### src/rtl/param_barrel_shift_seq.sv
// Multi-cycle shifter with five modes and configurable width and bits-per-cycle step.
// A start/busy/done handshake is provided, and enb stalls an operation in progress.
module param_barrel_shift_seq #(
  parameter int WIDTH = 16,
  parameter int AMT_W = 16,
  parameter int STEP  = 1
) (
  input  logic             clk,
  input  logic             rst,
  input  logic             enb,
  input  logic             start,
  input  logic [WIDTH-1:0] DATA,
  input  logic [AMT_W-1:0] SHIFT_VALUE,
  input  logic [2:0]       MODE,
  output logic             busy,
  output logic             done,
  output logic [WIDTH-1:0] Reg_Shift_Out
);

  localparam int CW = $clog2(WIDTH + 1);
  localparam int LW = $clog2(WIDTH);
  localparam int XW = (AMT_W > CW) ? AMT_W : CW;

  localparam logic [2:0] M_LSL = 3'b000;
  localparam logic [2:0] M_LSR = 3'b001;
  localparam logic [2:0] M_ASR = 3'b010;
  localparam logic [2:0] M_ROL = 3'b011;
  localparam logic [2:0] M_ROR = 3'b100;

  if (WIDTH < 4 || (WIDTH & (WIDTH - 1)) != 0 || STEP < 1 || STEP > WIDTH) begin : g_param_check
    $error("param_barrel_shift_seq: WIDTH must be a power of two >= 4 and STEP in 1..WIDTH");
  end

  typedef enum logic {IDLE, SHIFT} state_e;

  state_e           state_q, state_d;
  logic [WIDTH-1:0] work_q, work_d;
  logic [CW-1:0]    count_q, count_d;
  logic [2:0]       mode_q, mode_d;
  logic [WIDTH-1:0] result_q, result_d;
  logic             done_q, done_d;

  logic [XW-1:0]    amt_x;
  logic [CW-1:0]    n_in;
  logic [CW-1:0]    step_amt;
  logic [WIDTH-1:0] shifted;

  // Amount is widened before comparing so large values clamp instead of wrapping
  assign amt_x = XW'(SHIFT_VALUE);

  always_comb begin
    n_in = '0;
    case (MODE)
      M_LSL, M_LSR, M_ASR: n_in = (amt_x >= XW'(WIDTH)) ? CW'(WIDTH) : CW'(amt_x);
      M_ROL, M_ROR:        n_in = CW'(amt_x[LW-1:0]);
      default:             n_in = '0;
    endcase
  end

  assign step_amt = (count_q < CW'(STEP)) ? count_q : CW'(STEP);

  always_comb begin
    shifted = work_q;
    case (mode_q)
      M_LSL:   shifted = work_q << step_amt;
      M_LSR:   shifted = work_q >> step_amt;
      M_ASR:   shifted = $signed(work_q) >>> step_amt;
      M_ROL:   shifted = (work_q << step_amt) | (work_q >> (CW'(WIDTH) - step_amt));
      M_ROR:   shifted = (work_q >> step_amt) | (work_q << (CW'(WIDTH) - step_amt));
      default: shifted = work_q;
    endcase
  end

  // Zero-length operations complete straight from IDLE without entering SHIFT
  always_comb begin
    state_d  = state_q;
    work_d   = work_q;
    count_d  = count_q;
    mode_d   = mode_q;
    result_d = result_q;
    done_d   = 1'b0;
    case (state_q)
      IDLE: begin
        if (start) begin
          if (n_in == '0) begin
            result_d = DATA;
            done_d   = 1'b1;
          end else begin
            work_d  = DATA;
            count_d = n_in;
            mode_d  = MODE;
            state_d = SHIFT;
          end
        end
      end
      SHIFT: begin
        if (enb) begin
          work_d  = shifted;
          count_d = count_q - step_amt;
          if (count_q == step_amt) begin
            result_d = shifted;
            done_d   = 1'b1;
            state_d  = IDLE;
          end
        end
      end
      default: state_d = IDLE;
    endcase
  end

  always_ff @(posedge clk or negedge rst) begin
    if (!rst) begin
      state_q  <= IDLE;
      work_q   <= '0;
      count_q  <= '0;
      mode_q   <= '0;
      result_q <= '0;
      done_q   <= 1'b0;
    end else begin
      state_q  <= state_d;
      work_q   <= work_d;
      count_q  <= count_d;
      mode_q   <= mode_d;
      result_q <= result_d;
      done_q   <= done_d;
    end
  end

  assign busy          = (state_q == SHIFT);
  assign done          = done_q;
  assign Reg_Shift_Out = result_q;

endmodule

### config.mk
export PLATFORM = sky130hd
export DESIGN_NAME = param_barrel_shift_seq
export DESIGN_NICKNAME = d
export VERILOG_FILES = /design/src/rtl/param_barrel_shift_seq.sv
export SDC_FILE = /design/constraint.sdc
export NUM_CORES = 1
export LEC_CHECK = 0
export ABC_CLOCK_PERIOD_IN_PS = 2800
export CAP_MARGIN = 20
export CORE_UTILIZATION = 35
export CTS_CLUSTER_SIZE = 30
export DETAILED_ROUTE_END_ITERATION = 6
export HOLD_SLACK_MARGIN = 0.08
export SLEW_MARGIN = 25
export SYNTH_ARGS = -nofsm -noshare
export SYNTH_HDL_FRONTEND = slang
export SYNTH_SLANG_ARGS = --single-unit
### constraint.sdc
create_clock -name clk -period 2.8 [get_ports clk]
set_clock_uncertainty 0.2 [all_clocks]
set_input_delay 0.84 -clock clk [delete_from_list [all_inputs] [get_ports clk]]
set_output_delay 0.84 -clock clk [all_outputs]
set_load 0.03 [all_outputs]
==> flow_summary.toml, run 1 <==
[outcome]
status = "finished clean"

[timing]
maxSlewHeadroom_pct = 38.4
slew_violations = 0
fin_crit_ps = 2630
hold_viol = 0
fmaxAchievable_mhz = 381
finalWorstSetupSlack_ps = 173
tightest_slew_ps = 917
setup_viol = 0
post-route-period-util_pct = 93.8
rsz0062_at_grt = "false"

[power]
p_sw_uw = 2340
power_density_nw_per_um2 = 1140
p_seq_share_pct = 27.5
vdd_drop_max_mv = 0.548
power_uw = 4870
pwr-share-clk_pct = 9.9
intPower_uw = 2520
swShare_pct = 48.2
p_comb_share_pct = 62.5
leakage_uw = 0.00167

[global_route]
grt_start_max_net_pins = 23
grt.overflow.total = 0
grt_pass1_wl_um = 17800
gr-usage-all-layers_pct = 23.9
antenna_found_initial = 0
grt_pass1_vias = 3255

[synthesis]
syn_area_per_cell_um2 = 8.31
synthFlopType = "dfrtp_1"
synth-compound-area-share_pct = 29.8
synth_top_family_by_area = "compound AO/OA/AOI/OAI gates"
syn_nets = 419
ys_ff_latch = 42
synth-simple-area-share_pct = 19.5
yosysUniqueCellTypes = 66
synthAdderAreaFrac_pct = 1.20
syn_inst = 377
async_flop_share_pct = 100
synth-xor-area-share_pct = 0.559
yosysWarningCount = 0
ys_seq_area_share_pct = 33.5
netlist_area_um2 = 3130
synthMuxAreaShare_pct = 9.14
synth_edf_count = 0

[cts]
cts_tree = "yes"
clock-sinks = 42
cts_made_buffers = 5
clock_tree.root_cell = "clkbuf_8"
post_cts_buffers = 0
htreeDepth = 2
postCtsResizedCells = 0
clock_latency_ps = 300
cts.path.max_buffers = 2
cts.clk_slew.worst_paths_ps = 80
cts_hold_repair.buffers = 0

[cells_and_area]
final_cell_mix = "clkdlybuf4s50_1, buf_4, dfrtp_1"
n_antenna_cell = 0
final_common_cell = "clkdlybuf4s50_1"
nFillCells = 859
nets = 499
final_cell_area_um2 = 4260
area_growth_syn_to_layout_pct = 35.9
drive_above_1_share_pct = 21.0
final_util_pct = 49.1

[worst_setup_path]
cp_data_required_time_ps = 2780
path_cells = "nor4_4 > nand2_4 > inv_2 > ha_2 > buf_12 > inv_1 > buf_4 > mux4_2 > a211oi_2 > o21ai_1"
crit_slowest_cell = "dfrtp_1"
crit_buf_inv = 4
crit_arrival_ps = 2610
path_max_fanout = 12
cp-end-kind = "flop"
start_kind = "flop"
cpPeakStageDelay_ps = 410
cp_top_family = "buffers and inverters"
crit_type = "reg2reg"

[hold_path]
hold_class = "reg2reg"

[routing]
drc = 0
routed_wirelength_um = 11000
vias = 3407
ant_nets = 0
post_drt_wl_per_cell_um = 19.5
first_pass_iters = 5
drt_iter0_markers = 322
viasPerCell = 6.02

[placement]
gp_congestion = 0.952
portBuffers = 56
post-place-ws_ps = -217
place_area_um2 = 4090
detailed_place_hpwl_um = 8190

[floorplanning]
initial_core_util_pct = 36.1
dieArea_um2 = 9340
die_h_um = 96.6
core.rowCount = 34
coreArea_um2 = 8680
num_io_pins = 57
die_w_um = 96.6

[job]
max_cap_violations = 0
## synth_stat cells (all sizes together) (5+ instances only)
cell	n	area share (%)
nand2	40	5.0
buf	12	2.2
a31oi	15	3.0
inv	13	1.6
clkbuf	19	2.3
mux2	19	6.8
o21ai	34	5.4
nor3	6	0.96
o221ai	10	2.8
nor4	7	1.9
a21oi	20	3.2
a211oi	11	2.8
nor2	32	3.8
dfrtp	42	34
mux2i	5	1.6
nand3	16	2.6
## kinds of logic (layout without fill, tap and decap cells)
family,count (synthesis),after routing
AOI/OAI and AO/OA,137,137
xor gates and xnor gates,2,2
adders and majority gates,3,3
buffers and inverters,45,126
DFF,42,42
muxes,25,25
other,1,1
and+or+nand+nor,122,122
## sequential cells by signal (all words and copies together), names as in the netlist
name / flops
mode_q: 3
busy: 1
work_q: 16
Reg_Shift_Out: 16
done: 1
count_q: 5
## worst register-to-register path, stage by stage, from the launching register on
cell	delay [ps]
dfrtp_1	410
nor4_4	350
nand2_4	80
inv_2	60
ha_2	310
buf_12	160
inv_1	70
buf_4	140
mux4_2	330
a211oi_2	300
o21ai_1	100
## area by class of cell
cell class	count	area [um^2]	area share [%]
sequential	42	1050	24.7
clock inverter	1	30.0	0.705
multi-input combinational	290	1950	45.7
tap	108	135	3.17
timing repair buffer	104	963	22.6
inverter	14	55.1	1.29
clock buffer	7	76.3	1.79
## metrics by stage
step	cells	hold slack (ps)	TNS [ps]
6_report	566	289	0
5_1_grt	566	326	0
4_1_cts	566	289	0
3_5_place_dp	558	270	-2990
3_3_place_gp	558	263	-1710
2_1_floorplan	377	314	-1.86
## power by group through the flow
stage	clock (uW)	sequential [uW]	combinational [uW]
6_report	484	1340	3040
5_1_grt	521	1380	3300
4_1_cts	493	1320	2980
3_5_place_dp	0	1330	2970
3_3_place_gp	0	1340	2970
2_1_floorplan	0	1350	1760
## path summary, 6_finish.rpt
kind	slack, ps	end	start	depth (start not counted)
setup reg to reg	170	work_q[8]	count_q[1]	10
min in group asynchronous	320	Reg_Shift_Out[9]	rst	1
max in group asynchronous	1560	count_q[2]	rst	2
setup / recovery	170	work_q[8]	count_q[1]	10
hold reg to reg	290	Reg_Shift_Out[0]	Reg_Shift_Out[0]	2
hold / removal	290	Reg_Shift_Out[0]	Reg_Shift_Out[0]	2
## metal layers
| layer | vias to the layer above | GRT usage (%) | wire length, um |
|---|---|---|---|
| met2 | 145 | 36.7 | 5070 |
| met5 | - | 0 | 0 |
| met4 | 0 | 7.12 | 243 |
| met3 | 21 | 2.96 | 656 |
| met1 | 1654 | 35.1 | 5070 |
| li1 | 1587 | - | - |
(Power assumes the default switching activity.)
==> run 2, diff against run 1 <==
Settings changed: CORE_MARGIN set to 1.5.
==> flow_summary.toml, run 2 (same netlist as run 1, synthesis figures left out) <==
[timing]
fin_crit_ps = 2670
slew_violations = 0
setup_viol = 0
tns_ps = 0
whs_ps = 289
tightest_slew_ps = 548
post-route-period-util_pct = 95.3
rsz0062_at_grt = "false"
fmaxAchievable_mhz = 375
maxSlewHeadroom_pct = 62.5
hold_viol = 0

[worst_setup_path]
crit_type = "in2reg"
path_max_fanout = 6
crit_arrival_ps = 2650
start_kind = "input pin"
cp-end-kind = "flop"
rrSetupSlack_ps = 180
cp_data_required_time_ps = 2790

[routing]
viasPerCell = 5.99
drt_iter0_markers = 322
vias = 3429
post_drt_wl_per_cell_um = 19.9
routed_wirelength_um = 11400
first_pass_iters = 5
ant_nets = 0
drc = 0

[global_route]
grt_use_met3_pct = 2.73
grt_pass1_vias = 3462
gr-usage-all-layers_pct = 24.8
grt_start_max_net_pins = 23
grt-busiest-layer = "met2"
met1_usage_pct = 34.7
grt.overflow.total = 0
antenna_found_initial = 0
grtUsageMet2_pct = 39.1
grt_pass1_wl_um = 18600

[placement]
detailed_place_hpwl_um = 8420
post-place-cells = 564
gp_congestion = 0.969
portBuffers = 56

[power]
power_density_nw_per_um2 = 1140
leakage_uw = 0.00168
vdd_drop_max_mv = 0.462

[floorplanning]
dieArea_um2 = 9530
die_w_um = 97.6
initial_core_util_pct = 36.1
coreArea_um2 = 8680
core.rowCount = 34
die_h_um = 97.6
num_io_pins = 57

[cts]
cts_hold_repair.buffers = 0
cts.path.max_buffers = 2
cts.clk_slew.worst_paths_ps = 90
clock_latency_ps = 300
clock_tree.root_cell = "clkbuf_8"
post_cts_buffers = 0
htreeDepth = 2
cts_tree = "yes"
cts_made_buffers = 5
clock-sinks = 42

[cells_and_area]
area_growth_syn_to_layout_pct = 35.9
final_cell_count_no_fill = 572
nets = 505
drive_above_1_share_pct = 21.3
n_antenna_cell = 0
final_common_cell = "clkdlybuf4s50_1"
final_cell_mix = "clkdlybuf4s50_1, buf_4, dfrtp_1"

[job]
max_cap_violations = 0

[outcome]
status = "finished clean"

[hold_path]
hold_class = "reg2reg"
## run 2: final timing paths
kind | startpoint | to | cells past startpoint
max | SHIFT_VALUE[14] | Reg_Shift_Out[13] | 6
min | Reg_Shift_Out[11] | Reg_Shift_Out[11] | 2
max reg2reg | count_q[2] | Reg_Shift_Out[13] | 9
min reg2reg | Reg_Shift_Out[11] | Reg_Shift_Out[11] | 2
max in group asynchronous | rst | work_q[14] | 2
min in group asynchronous | rst | Reg_Shift_Out[5] | 1
## run 2: power breakdown
part	total, uW	switching [uW]	internal, uW
Sequential	1360	466	892
Combinational	3020	1660	1360
Clock	493	226	266
Total	4870	2350	2520
## run 2: area by class of cell
type	count	area [um^2]
clock buffer	6	72.6
clock inverter	2	37.5
fill	892	4420
inverter	14	52.6
multi-input combinational	290	1910
sequential	42	1050
tap	108	135
timing repair buffer	110	996
## run 2: repair_timing
| item | CTS | global route |
|---|---|---|
| pin swaps | 0 | 1 |
| endpoints found under the setup margin | 2 | 29 |
| resized for setup | 1 | 3 |
## run 2: worst max-delay path, cell delays in order
cell and delay (ps):
clkdlybuf4s50_1 410, nor4_1 360, a31oi_1 170, o31a_1 350, inv_2 170, mux2_2 350
## run 2: per-layer routing
metal / wire (um) / share of wire, %
met5: 0 / 0
met4: 335 / 2.9
met3: 739 / 6.5
met2: 5150 / 45
met1: 5180 / 45
## run 2: per-stage QoR
stage          util, %  cell area (um^2)  worst slack, ps  power [uW]
2_1_floorplan        -              3130           -0.932        3110
3_3_place_gp      47.5              4120             -179        4330
3_5_place_dp      47.5              4120             -219        4340
4_1_cts           48.8              4240             52.4        4860
5_1_grt           49.1              4260             28.0        5220
6_report          49.1              4260              131        4870
==> run 3, diff against run 2 <==
Settings changed: ABC_CLOCK_PERIOD_IN_PS 2800 to 2650, CTS_CLUSTER_SIZE 30 to 40, REMOVE_ABC_BUFFERS set to 1.
Clock period 2.8 ns to 2.65 ns, I/O delays scaled along.
==> flow_summary.toml, run 3 (same netlist as run 1, synthesis figures left out) <==
[cells_and_area]
drive_above_1_share_pct = 26.4
seq_area_um2 = 1050
final_common_cell = "buf_4"
multi_input_area_um2 = 2030
n_antenna_cell = 0
nets = 514
final_cell_mix = "buf_4, clkdlybuf4s50_1, dfrtp_1"
area_growth_syn_to_layout_pct = 42.0
nFillCells = 854

[timing]
fin_crit_ps = 2590
post-route-period-util_pct = 97.8
fmaxAchievable_mhz = 386
slew_violations = 0
finalWorstSetupSlack_ps = 58.9
whs_ps = 279
tightest_slew_ps = 553
hold_viol = 0
maxSlewHeadroom_pct = 63.1
rsz0062_at_grt = "true"
setup_viol = 0

[global_route]
antenna_found_initial = 0
grt_start_max_net_pins = 24
grt.overflow.total = 0
grt_pass1_wl_um = 18400
gr-usage-all-layers_pct = 24.4
grt_pass1_vias = 3446

[routing]
drc = 0
first_pass_iters = 5
post_drt_wl_per_cell_um = 20.3
routed_wirelength_um = 11800
viasPerCell = 6.03
drt_iter0_markers = 419
vias = 3504
ant_nets = 0

[floorplanning]
die_h_um = 97.6
num_io_pins = 57
initial_core_util_pct = 36.1
die_w_um = 97.6
dieArea_um2 = 9530
coreArea_um2 = 8680
core.rowCount = 34

[placement]
detailed_place_hpwl_um = 8570
gp_congestion = 1.02
portBuffers = 56
post-place-ws_ps = -344

[cts]
cts_hold_repair.buffers = 0
clock_tree.root_cell = "clkbuf_8"
cts_tree = "yes"
htreeDepth = 2
clock-sinks = 42
cts_made_buffers = 5
cts.path.max_buffers = 2
clock_latency_ps = 300
cts.clk_slew.worst_paths_ps = 80

[worst_setup_path]
start_kind = "input pin"
crit_end = "Reg_Shift_Out[12]"
r2r_cells = 7
path_max_fanout = 7
crit_type = "in2reg"
rrSetupSlack_ps = 80
r2r-start = "count_q[4]"
r2r-end = "work_q[1]"
cp_data_required_time_ps = 2630
crit_arrival_ps = 2580
worstSetupStartpoint = "SHIFT_VALUE[11]"
cp-end-kind = "flop"

[power]
leakage_uw = 0.00175
power_density_nw_per_um2 = 1190
vdd_drop_max_mv = 0.675

[hold_path]
hold_class = "in2async"

[job]
max_cap_violations = 0

[outcome]
status = "finished clean"
[run 3: power by group]
part	switching (uW)	internal [uW]	total, uW
Clock	232	210	441
Sequential	491	942	1430
Combinational	1870	1560	3440
Total	2600	2710	5310
[run 3: how the worst min path moves through the flow]
stage / startpoint / end / slack [ps]
floorplan: rst / Reg_Shift_Out[0] / 300
global placement: Reg_Shift_Out[5] / Reg_Shift_Out[5] / 260
detailed placement: Reg_Shift_Out[10] / Reg_Shift_Out[10] / 270
CTS: rst / count_q[4] / 290
global route: rst / count_q[4] / 310
finish: rst / busy / 280
[run 3: routing by layer]
metal / global-route usage [%] / part of all wire (%) / up-vias
met5: 0 / 0 / -
met4: 7.47 / 1.7 / 0
met3: 3.81 / 7.7 / 21
met2: 37.7 / 46 / 165
met1: 35.0 / 45 / 1699
li1: - / - / 1619
[run 3: worst max-delay path, stage by stage]
cell             delay [ps]
clkdlybuf4s50_1         430
nor4_2                  340
a31oi_1                 170
o31a_1                  370
inv_4                   120
mux2_2                  340
[run 3: area by class of cell]
| cell class | count | area share (%) |
|---|---|---|
| tap | 108 | 3.04 |
| sequential | 42 | 23.6 |
| inverter | 14 | 1.24 |
| timing repair buffer | 119 | 24.4 |
| clock buffer | 6 | 1.86 |
| clock inverter | 2 | 0.281 |
| multi-input combinational | 290 | 45.5 |
[run 3: repair_timing]
action | in CTS | in global routing
endpoints found under the setup margin | 20 | 35
setup buffers | 0 | 1
pin swaps | 3 | 8
gates resized for setup | 9 | 25
[run 3: through the flow]
stage                     util [%]  instance area [um^2]  TNS, ps  std cells  power (uW)
final                         51.3                  4450        0        581        5310
after global routing          51.3                  4450    -89.4        581        5640
after CTS                     49.9                  4330        0        580        5150
after detailed placement      48.4                  4200    -8400        572        4630
after global placement        48.4                  4200    -6730        572        4630
after floorplan                  -                  2990   -10670        346        3170
